**src/rtl/pedal_sensor_cond.sv**
```systemverilog
// Pedal sensor conditioning: synchronizes the crank sensor, measures cadence per
// fixed window and keeps an exponential average of torque sampled on each crank edge.
module pedal_sensor_cond #(
    parameter int FAST_SIM = 0
) (
    input  logic        clk,
    input  logic        rst_n,
    input  logic        cadence_raw,
    input  logic [11:0] torque,
    output logic [4:0]  cadence,
    output logic        not_pedaling,
    output logic [11:0] avg_torque,
    output logic        cad_rise
);

    localparam int WIN_W = (FAST_SIM != 0) ? 12 : 24;
    localparam logic [4:0] EDGE_MAX = 5'd31;

    logic             r_sync1;
    logic             r_sync2;
    logic             r_sync3;
    logic [WIN_W-1:0] r_win_cnt;
    logic [4:0]       r_edge_cnt;
    logic [4:0]       r_cadence;
    logic             r_not_pedaling;
    logic [16:0]      r_accum;
    logic             r_seeded;

    logic             w_cad_rise;
    logic             w_win_end;
    logic [4:0]       w_edge_sum;
    logic [16:0]      w_accum_next;

    // Two-flop synchronizer on the asynchronous sensor, third flop for edge detect.
    always_ff @(posedge clk) begin
        if (!rst_n) begin
            r_sync1 <= 1'b0;
            r_sync2 <= 1'b0;
            r_sync3 <= 1'b0;
        end else begin
            r_sync1 <= cadence_raw;
            r_sync2 <= r_sync1;
            r_sync3 <= r_sync2;
        end
    end

    assign w_cad_rise = r_sync2 & ~r_sync3;

    always_ff @(posedge clk) begin
        if (!rst_n) begin
            r_win_cnt <= '0;
        end else begin
            r_win_cnt <= r_win_cnt + WIN_W'(1);
        end
    end

    assign w_win_end = &r_win_cnt;

    // Count including the current cycle's edge, so a rise on the window-end cycle
    // lands in this window's result rather than the next one.
    always_comb begin
        w_edge_sum = r_edge_cnt;
        if (w_cad_rise && (r_edge_cnt != EDGE_MAX)) begin
            w_edge_sum = r_edge_cnt + 5'd1;
        end
    end

    always_ff @(posedge clk) begin
        if (!rst_n) begin
            r_edge_cnt     <= '0;
            r_cadence      <= '0;
            r_not_pedaling <= 1'b1;
        end else if (w_win_end) begin
            r_edge_cnt     <= '0;
            r_cadence      <= w_edge_sum;
            r_not_pedaling <= (w_edge_sum < 5'd2);
        end else begin
            r_edge_cnt     <= w_edge_sum;
        end
    end

    // First edge seeds the filter directly; later edges apply a 1/32 leak.
    always_comb begin
        w_accum_next = {torque, 5'b0};
        if (r_seeded) begin
            w_accum_next = r_accum - (r_accum >> 5) + {5'b0, torque};
        end
    end

    always_ff @(posedge clk) begin
        if (!rst_n) begin
            r_accum  <= '0;
            r_seeded <= 1'b0;
        end else if (w_cad_rise) begin
            r_accum  <= w_accum_next;
            r_seeded <= 1'b1;
        end
    end

    assign cadence      = r_cadence;
    assign not_pedaling = r_not_pedaling;
    assign avg_torque   = r_accum[16:5];
    assign cad_rise     = w_cad_rise;

endmodule

```
**config.mk**
```make
export PLATFORM = sky130hd
export DESIGN_NAME = pedal_sensor_cond
export DESIGN_NICKNAME = d
export VERILOG_FILES = /design/src/rtl/pedal_sensor_cond.sv
export SDC_FILE = /design/constraint.sdc
export NUM_CORES = 1
export LEC_CHECK = 0
export CORE_MARGIN = 3
export CORE_UTILIZATION = 55
export DETAILED_ROUTE_END_ITERATION = 6
export PLACE_DENSITY = 0.86
export SETUP_SLACK_MARGIN = 0.02
export SKIP_LAST_GASP = 1
export SLEW_MARGIN = 15
export SYNTH_ARGS = -nofsm -noshare
export SYNTH_HDL_FRONTEND = slang
export SYNTH_SLANG_ARGS = --single-unit
```
**constraint.sdc**
```tcl
create_clock -name clk -period 4.7 [get_ports clk]
set_input_delay 0.47 -clock clk [delete_from_list [all_inputs] [get_ports clk]]
set_output_delay 0.47 -clock clk [all_outputs]
set_load 0.005 [all_outputs]
```
==> results of run 1 <==
-- cell type report --
| class | count | area (sq um) | share of cell area, % |
|---|---|---|---|
| Timing Repair Buffer | 36 | 353 | 9.03 |
| Multi-Input combinational cell | 289 | 2040 | 52.2 |
| Clock buffer | 5 | 68.8 | 1.76 |
| Clock inverter | 3 | 21.3 | 0.545 |
| Tap cell | 75 | 93.8 | 2.40 |
| Sequential cell | 56 | 1120 | 28.7 |
| Inverter | 56 | 210 | 5.38 |
-- power groups by stage --
stage / registers, uW / logic [uW] / clock network [uW]
final: 497 / 314 / 268
after CTS: 498 / 309 / 277
after floorplan: 503 / 245 / 0
after global routing: 499 / 351 / 292
after detailed placement: 508 / 307 / 0
after global placement: 508 / 297 / 0
-- through the flow --
stage,total power (uW),util (%)
floorplan,748,-
global placement,805,63.0
detailed placement,815,63.0
CTS,1080,64.5
global route,1140,64.5
finish,1080,64.5
-- how the worst max path moves through the flow --
stage / startpoint / endpoint / slack [ps] / depth (start not counted)
floorplan: torque[1] / r_accum[16] / 1660 / 11
global placement: torque[1] / r_accum[16] / 1020 / 12
detailed placement: torque[1] / r_accum[16] / 890 / 12
CTS: torque[1] / r_accum[16] / 1210 / 12
global route: torque[1] / r_accum[16] / 960 / 12
finish: torque[1] / r_accum[16] / 1220 / 12
-- critical path, stage by stage --
cell	delay, ps
clkdlybuf4s50_1	470
inv_1	60
fa_1	530
inv_1	70
fa_1	470
a211oi_1	350
o21ai_1	190
a21bo_1	230
o31ai_2	260
xnor2_1	160
mux2_1	350
a21oi_2	120
-- metal layers --
layer / GRT usage (%) / routed length (microns)
met4: 7.19 / 111
met3: 3.55 / 355
met5: 0 / 0
met2: 38.2 / 3710
met1: 25.8 / 3210
-- layout by cell type, fill, tap and decap left out, types with 7 or more instances in the layout --
cell type	netlist	layout
nand2_1	25	25
fa_1	12	12
xnor2_1	15	15
inv_1	55	55
a21oi_1	26	26
clkdlybuf4s50_1	0	33
a21o_1	8	8
a211oi_1	13	13
and2_1	7	7
xor2_1	20	20
o21ai_0	16	16
nand3_1	17	17
ha_1	20	20
nor2_1	48	48
and3_1	7	7
dfxtp_1	56	56
-- registers in the layout, indices dropped and copies added (netlist names) --
| signal | flops |
|---|---|
| r_win_cnt | 24 |
| r_accum | 17 |
| cadence | 5 |
| r_edge_cnt | 5 |
| not_pedaling | 1 |
| r_seeded | 1 |
| r_sync1 | 1 |
| r_sync2 | 1 |
| r_sync3 | 1 |
-- cells by family after synthesis --
kind of cell	Yosys count	share of synthesized area, %
flip-flops	56	31.8
XOR/XNOR	35	8.71
adder cells (fa/ha/maj)	32	13.9
multiplexers	5	1.46
buffers and inverters	80	10.3
AO/OA/AOI/OAI	88	16.5
AND/OR/NAND/NOR	129	17.3
==> out/metrics.yaml, run 1 <==
skew_ps: 3.71
crit_type: "primary input to flop"
clock_sinks: 56
die_w_microns: 86.0
yosysWarnings: 0
post_cts_buffers: 0
grt_pass1_wl_microns: 12900
final_cell_area_sq_um: 3910
core_area_sq_um: 6060
gr-total-overflow: 0
clockRootBuffer: "clkbuf_8"
routed_wl_microns: 7390
synth_most_common_cell: "dfxtp_1"
htree_levels: 2
start_util_pct: 58.1
power_frac_clock_pct: 24.9
r2r_end: "r_accum[16]"
min_to: "r_sync2"
critPathLaunchType: "primary input"
cp-end-kind: "flop"
drt_pass1_iterations: 4
place_inst: 512
hold_buffers: 0
power_switching_uw: 346
fin_tns_setup_ps: 0
syn_area_sq_um: 3520
hpwl_microns: 5520
max-cap-violations: 0
clk_pin_slew_ps: 100
rsz0062_at_grt: "no"
worst_ep_required_time_ps: 4950
synth_top_area_cell: "dfxtp_1"
grt_pass1_vias: 2954
io_buffers: 33
synth-seq-area-share_pct: 31.8
ys_seq_elements: 56
power_density_nw_per_um2: 276
ir_drop_mv: 0.141
diodes: 0
rows: 28
synth_area_leaders: "dfxtp_1, ha_1, fa_1"
p_int_uw: 733
fin_crit_sh_pct: 74.1
dp_worst_setup_slack_ps: 893
synthTopCellsByCount: "dfxtp_1, inv_1, nor2_1"
leakage_uw: 0.00162
cts_tree: "built"
wl_per_cell_microns: 14.2
antenna_found_initial: 0
place_congestion: 0.897
vias: 2860
post_cts_resized: 0
synth-edff-count: 0
drive_gt1_share_pct: 3.82
seqPwrFrac_pct: 46.1
instances_no_fill: 520
cp_max_fo: 3
outcome: "completed"
holdCritStartpoint: "r_sync1"
numCtsBuffers: 5
die-area_sq_um: 7400
hold_ws_ps: 461
setup_slack_ps: 1220
placed_area_sq_um: 3820
clock_latency_ps: 310
synth_top_area_share_pct: 31.8
final_antenna_net_count: 0
setup_viol_count_final: 0
clock_path_buffers: 2
vias_per_cell: 5.50
combPwrFrac_pct: 29.0
hold_path_depth: 1
cp.arrival_ps: 3730
syn_area_per_cell_sq_um: 8.28
reg2reg_slack_ps: 1560
synthesis.nets: 472
ys_types: 52
drc: 0
holdCritPathClass: "flop to flop"
final_nets: 491
ys.flop_type: "dfxtp_1"
syn_to_final_growth_pct: 10.9
worst_pin_slew_ps: 711
async_reset_ff_share_pct: 0
max_freq_mhz: 287
finalCriticalPeriod_ps: 3480
drv_slew: 0
drt_iter0_drc: 160
die_h_microns: 86.0
nFillCells: 508
hold_viol: 0
max_slew_margin_pct: 52.5
grt_max_degree: 28
io_pins: 34
grtUsageTotal_pct: 21.4
syn_inst: 425
r2r_start: "r_accum[1]"
swShare_pct: 32.1
rr_worst_depth: 11
Power figures use the tool's default switching activity.
==> run 2, diff against run 1 <==
clock period = 3.3 ns   (was 4.7 ns; I/O delays follow)
==> run 2 against run 1 <==
- first-iteration DRC count up 23%
- via count is 6.2% higher
- clock skew is 9.4 ps higher
- wire length increased by 7.6%
- sequential power up 42%
- cell count rose by 3.1%
- non-clock buffer count increased by 16
- largest cell class unchanged
==> out/metrics.yaml, run 2 (synthesized netlist as in run 1, its figures left out) <==
outcome: "completed"
cpPeakStageDelay_ps: 530  # about the same
wl_per_cell_microns: 14.8  # +4.4%
final_cell_area_sq_um: 4040  # +3.4%
seqPwrFrac_pct: 44.0  # -2.1 points
rsz0062_at_grt: "no"
die-area_sq_um: 7400  # unchanged
hold_buffers: 0  # unchanged
setup_viol_count_final: 0  # unchanged
holdCritPathClass: "flop to flop"
crit_type: "primary input to flop"
diodes: 0  # unchanged
rows: 28  # unchanged
power_uw: 1610  # +49%
swShare_pct: 32.6  # +0.52 points
core_area_sq_um: 6060  # unchanged
power_frac_clock_pct: 24.6  # -0.3 points
final_nets: 507  # +3.3%
worst_pin_slew_ps: 749  # +38.1 ps
place_congestion: 0.971  # +8.2%
clock_latency_ps: 330  # +20 ps
ir_drop_mv: 0.245  # +74%
drt_pass1_iterations: 5  # +1
io_buffers: 33  # unchanged
largest_reg_flops: 24  # unchanged
cts_tree: "built"
critPathLaunchType: "primary input"
drive_gt1_share_pct: 7.81  # +4.0 points
clockRootBuffer: "clkbuf_8"
drv_slew: 0  # unchanged
combPwrFrac_pct: 31.4  # +2.4 points
grt_max_degree: 31  # +11%
max_freq_mhz: 322
drc: 0  # unchanged
cp-end-kind: "flop"
start_util_pct: 58.1  # unchanged
numCtsBuffers: 5  # unchanged
fin_util_pct: 66.6  # +2.2 points
hold_ws_ps: 444  # -16.8 ps
skew_ps: 13.1  # +9.37 ps
power_switching_uw: 525  # +52%
routed_wl_microns: 7960  # +7.6%
max_slew_margin_pct: 50.0  # -2.5 points
power_density_nw_per_um2: 399  # +44%
finalCriticalPeriod_ps: 3110
max-cap-violations: 0  # unchanged
crit_family: "compound AO/OA/AOI/OAI gates"
die_w_microns: 86.0  # unchanged
reg2reg_slack_ps: 400  # -1160 ps
hold_viol: 0  # unchanged
hpwl_microns: 5870  # +6.2%
grt_pass1_vias: 3125  # +5.8%
largestRegisters: "r_win_cnt (24), r_accum (17)"
setup_slack_ps: 195  # -1020 ps
die_h_microns: 86.0  # unchanged
gr-total-overflow: 0  # unchanged
post_cts_buffers: 0  # unchanged
htree_levels: 2  # unchanged
cp_cell_sequence: "clkdlybuf4s50_1, inv_1, fa_1, inv_1, fa_2, a211oi_2, o21ai_2, a21bo_1, o31ai_2, xnor2_1, mux2_1, a21oi_2"
clk_pin_slew_ps: 110  # about the same
path_buf_inv: 3  # unchanged
cp.arrival_ps: 3380  # -350 ps
cp_max_fo: 3  # unchanged
leakage_uw: 0.00170  # +5.2%
clock_path_buffers: 2  # unchanged
vias_per_cell: 5.66  # +3.0%
worst_ep_required_time_ps: 3580  # -1370 ps
grtUsageTotal_pct: 23.2  # +1.9 points
dp_worst_setup_slack_ps: -318  # -1210 ps
antenna_found_initial: 0  # unchanged
fin_crit_sh_pct: 94.1
syn_to_final_growth_pct: 14.7
final_common_cell: "dfxtp_1"
placed_area_sq_um: 3940  # +3.1%
drt_iter0_drc: 197  # +23%
cp_common_cell: "inv_1"
p_int_uw: 1090  # +48%
final_antenna_net_count: 0  # unchanged
io_pins: 34  # unchanged
critPathSlowestCell: "fa_1"
grt_pass1_wl_microns: 13900  # +7.6%
regMostFlops: "r_win_cnt"
mostFrequentLayoutCells: "dfxtp_1, inv_1, nor2_1"
vias: 3036  # +6.2%
clock_sinks: 56  # unchanged
[run 2: power by group through the flow]
stage	combinational [uW]	sequential, uW	clock (uW)
floorplan	349	716	0
global placement	471	723	0
detailed placement	488	724	0
CTS	496	708	405
global route	563	711	429
finish	507	708	397
[run 2: metal layers]
| metal | up-vias | global-route usage [%] | share of wire, % |
|---|---|---|---|
| met4 | 0 | 9.35 | 3.1 |
| met5 | - | 0 | 0 |
| met3 | 27 | 5.00 | 6.3 |
| met1 | 1429 | 27.9 | 43 |
| met2 | 98 | 40.2 | 48 |
| li1 | 1482 | - | - |
[run 2: per-stage QoR]
stage	setup TNS [ps]	instances
final	0	536
after global routing	0	536
after CTS	0	536
after detailed placement	-831	528
after global placement	-225	528
after floorplan	0	425
[run 2: worst paths after layout]
path	from	endpoint	cells after the start
worst max register to register	r_accum[6]	r_accum[16]	10
worst min register to register	r_sync1	r_sync2	1
worst min-delay path	r_sync1	r_sync2	1
worst max-delay path	torque[1]	r_accum[16]	12
[run 2: timing repair]
action,in CTS,in global routing
setup endpoints to repair,1,1
pin swaps,0,2
resized for setup,1,2
[run 2: area by class of cell]
type / count / area [sq um]
clock buffers: 5 / 68.8
inverters: 56 / 210
well taps: 75 / 93.8
flip-flops and latches: 56 / 1120
fillers: 504 / 2020
repair buffers: 52 / 473
clock inverters: 3 / 22.5
multi-input cells: 289 / 2050
==> RTL change: new RTL, settings of run 2 <==
Add an input register stage for `cadence_raw` and `torque`, with the module's reset; this delays them by one clock.
--- a/src/rtl/pedal_sensor_cond.sv
+++ b/src/rtl/pedal_sensor_cond.sv
@@ -15,6 +15,19 @@
 
     localparam int WIN_W = (FAST_SIM != 0) ? 12 : 24;
     localparam logic [4:0] EDGE_MAX = 5'd31;
+
+    logic cadence_raw_q;
+    logic [11:0] torque_q;
+
+    always_ff @(posedge clk) begin
+        if (!rst_n) begin
+            cadence_raw_q <= '0;
+            torque_q      <= '0;
+        end else begin
+            cadence_raw_q <= cadence_raw;
+            torque_q      <= torque;
+        end
+    end
 
     logic             r_sync1;
     logic             r_sync2;
@@ -38,7 +51,7 @@
             r_sync2 <= 1'b0;
             r_sync3 <= 1'b0;
         end else begin
-            r_sync1 <= cadence_raw;
+            r_sync1 <= cadence_raw_q;
             r_sync2 <= r_sync1;
             r_sync3 <= r_sync2;
         end
@@ -81,9 +94,9 @@
 
     // First edge seeds the filter directly; later edges apply a 1/32 leak.
     always_comb begin
-        w_accum_next = {torque, 5'b0};
+        w_accum_next = {torque_q, 5'b0};
         if (r_seeded) begin
-            w_accum_next = r_accum - (r_accum >> 5) + {5'b0, torque};
+            w_accum_next = r_accum - (r_accum >> 5) + {5'b0, torque_q};
         end
     end
 
Formal check against the unedited RTL: not equivalent (Yosys sat finds a counterexample within 4 cycles, from zero or initial values and one cycle with rst_n low).
==> RTL change against run 2 <==
Hold slack better by 0.0046 ns. Largest power group unchanged. Total power rose by 19%. Sequential cell count is 13 higher. Clock power rose by 76%. Design area rose by 11%. Critical path depth shrank 2. Synthesized area rose by 13%. Fmax up 4.1%. Sequential power is 22% higher. Routed wire length up 8.1%. Sequential share of layout area rose by 3.0 points. Setup slack gained 0.12 ns.
==> RTL change: results (changes against run 2) <==
- The number of iterations in the first detailed-routing pass is 4 (-1).
- The run finished with clean final reports.
- The number of CTS-inserted buffers was 9 (+4).
- The synthesized netlist net count was 512 (+8.5%).
- The clock latency at the later pin of the worst-skew pair came to 0.35 ns (+0.02 ns).
- The CTS H-tree depth is 3 (+1).
- Sorting the synthesized cells by area gives the leading types as dfxtp_1 35%, ha_1 6.3%, fa_1 6.0%.
- In this run the most critical hold path is launched from cadence_raw_q.
- The overall global routing resource usage is 22.0% (-1.2 points).
- The share of final-layout standard cells stronger than drive strength 1 is 7.17% (-0.64 points).
- The routed wire length came to 8600 um (+8.1%).
- The clock-pin slew on the worst setup and hold paths is 0.08 ns (-0.03 ns).
- The cell area after placement came to 0.00429 mm2 (+8.9%).
- The post-cts resize count was 0 (-1).
- The placer's final routability congestion estimate is 0.944 (-2.8%).
- The count of different cell masters after synthesis is 59 (+13%).
- The routing usage on met3 came to 5.55% (+0.56 points).
- The maximum single-stage delay on the critical path was 0.55 ns (+0.02 ns).
- The met1 usage in global routing is 27.1% (-0.74 points).
- The post-route met1 wirelength is 3670 um (+7.8%).
- The part of the Yosys area used for sequential elements is 34.7% (+2.8 points).
- The final net count is 530 (+4.5%).
- The wire length of the first global-routing pass is 14900 um (+7.4%).
- The post-DP HPWL is 6250 um (+6.4%).
- The maximum fanout along the worst path came to 6 (+3).
- The share of Yosys cell area claimed by the top area cell type is 34.7% (+2.8 points).
- The maximum VDD drop is 0.000374 V (+53%).
- The switching part of the total was 29.2% (-3.4 points).
- The measured slew at the worst slew-check pin came to 0.880 ns (+0.132 ns).
- The placement-stage worst setup slack is 0.401 ns (+0.718 ns).
- The critical register-to-register path endpoint is r_accum[15].
- The leakage power figure is 1.77 nW (+3.9%).
- The met2 wirelength from detailed routing came to 4230 um (+11%).
[RTL change: kinds of logic after synthesis]
| family | share of synthesized area [%] |
|---|---|
| xor gates and xnor gates | 7.26 |
| adders and majority gates | 12.3 |
| muxes | 1.01 |
| buffers and inverters | 9.68 |
| DFF | 34.7 |
| and+or+nand+nor | 20.5 |
| AOI/OAI and AO/OA | 14.6 |
[RTL change: stage by stage]
step / std cells / hold WS (ns)
final: 584 / 0.449
after global routing: 584 / 0.482
after CTS: 584 / 0.455
after detailed placement: 568 / 0.424
after global placement: 568 / 0.425
after floorplan: 465 / 0.412
[RTL change: cell type report]
type	count	area, um2	area share, %
clock buffer	10	128	2.84
clock inverter	6	71.3	1.59
inverter	56	210	4.68
multi-input combinational	310	2220	49.4
sequential	69	1380	30.8
tap	96	120	2.68
timing repair buffer	37	360	8.03
[RTL change: worst max-delay path, delay by kind of cell, from the launching register on]
kind	cells	cell delay [ns]
simple gates	2	0.25
fa+ha+maj	2	0.94
buf+inv	2	0.16
flops	1	0.40
compound gates	4	1.12
[RTL change: power by group through the flow]
stage               Combinational, W  Sequential, W  Clock (W)
detailed placement          0.000347       0.000886          0
finish                      0.000356       0.000866   0.000697
global route                0.000398       0.000869   0.000753
global placement            0.000340       0.000884          0
CTS                         0.000351       0.000866   0.000713
floorplan                   0.000267       0.000879          0
[RTL change: worst max-delay path by stage]
stage	startpoint	endpoint	slack [ns]	depth (start not counted)
6_report	r_accum[8]	r_accum[15]	0.32	10
5_1_grt	r_accum[7]	r_accum[15]	0.05	10
3_3_place_gp	r_accum[8]	r_accum[15]	0.45	10
2_1_floorplan	r_accum[10]	r_accum[13]	0.71	11
3_5_place_dp	r_accum[8]	r_accum[15]	0.40	10
4_1_cts	r_accum[8]	r_accum[15]	0.38	10
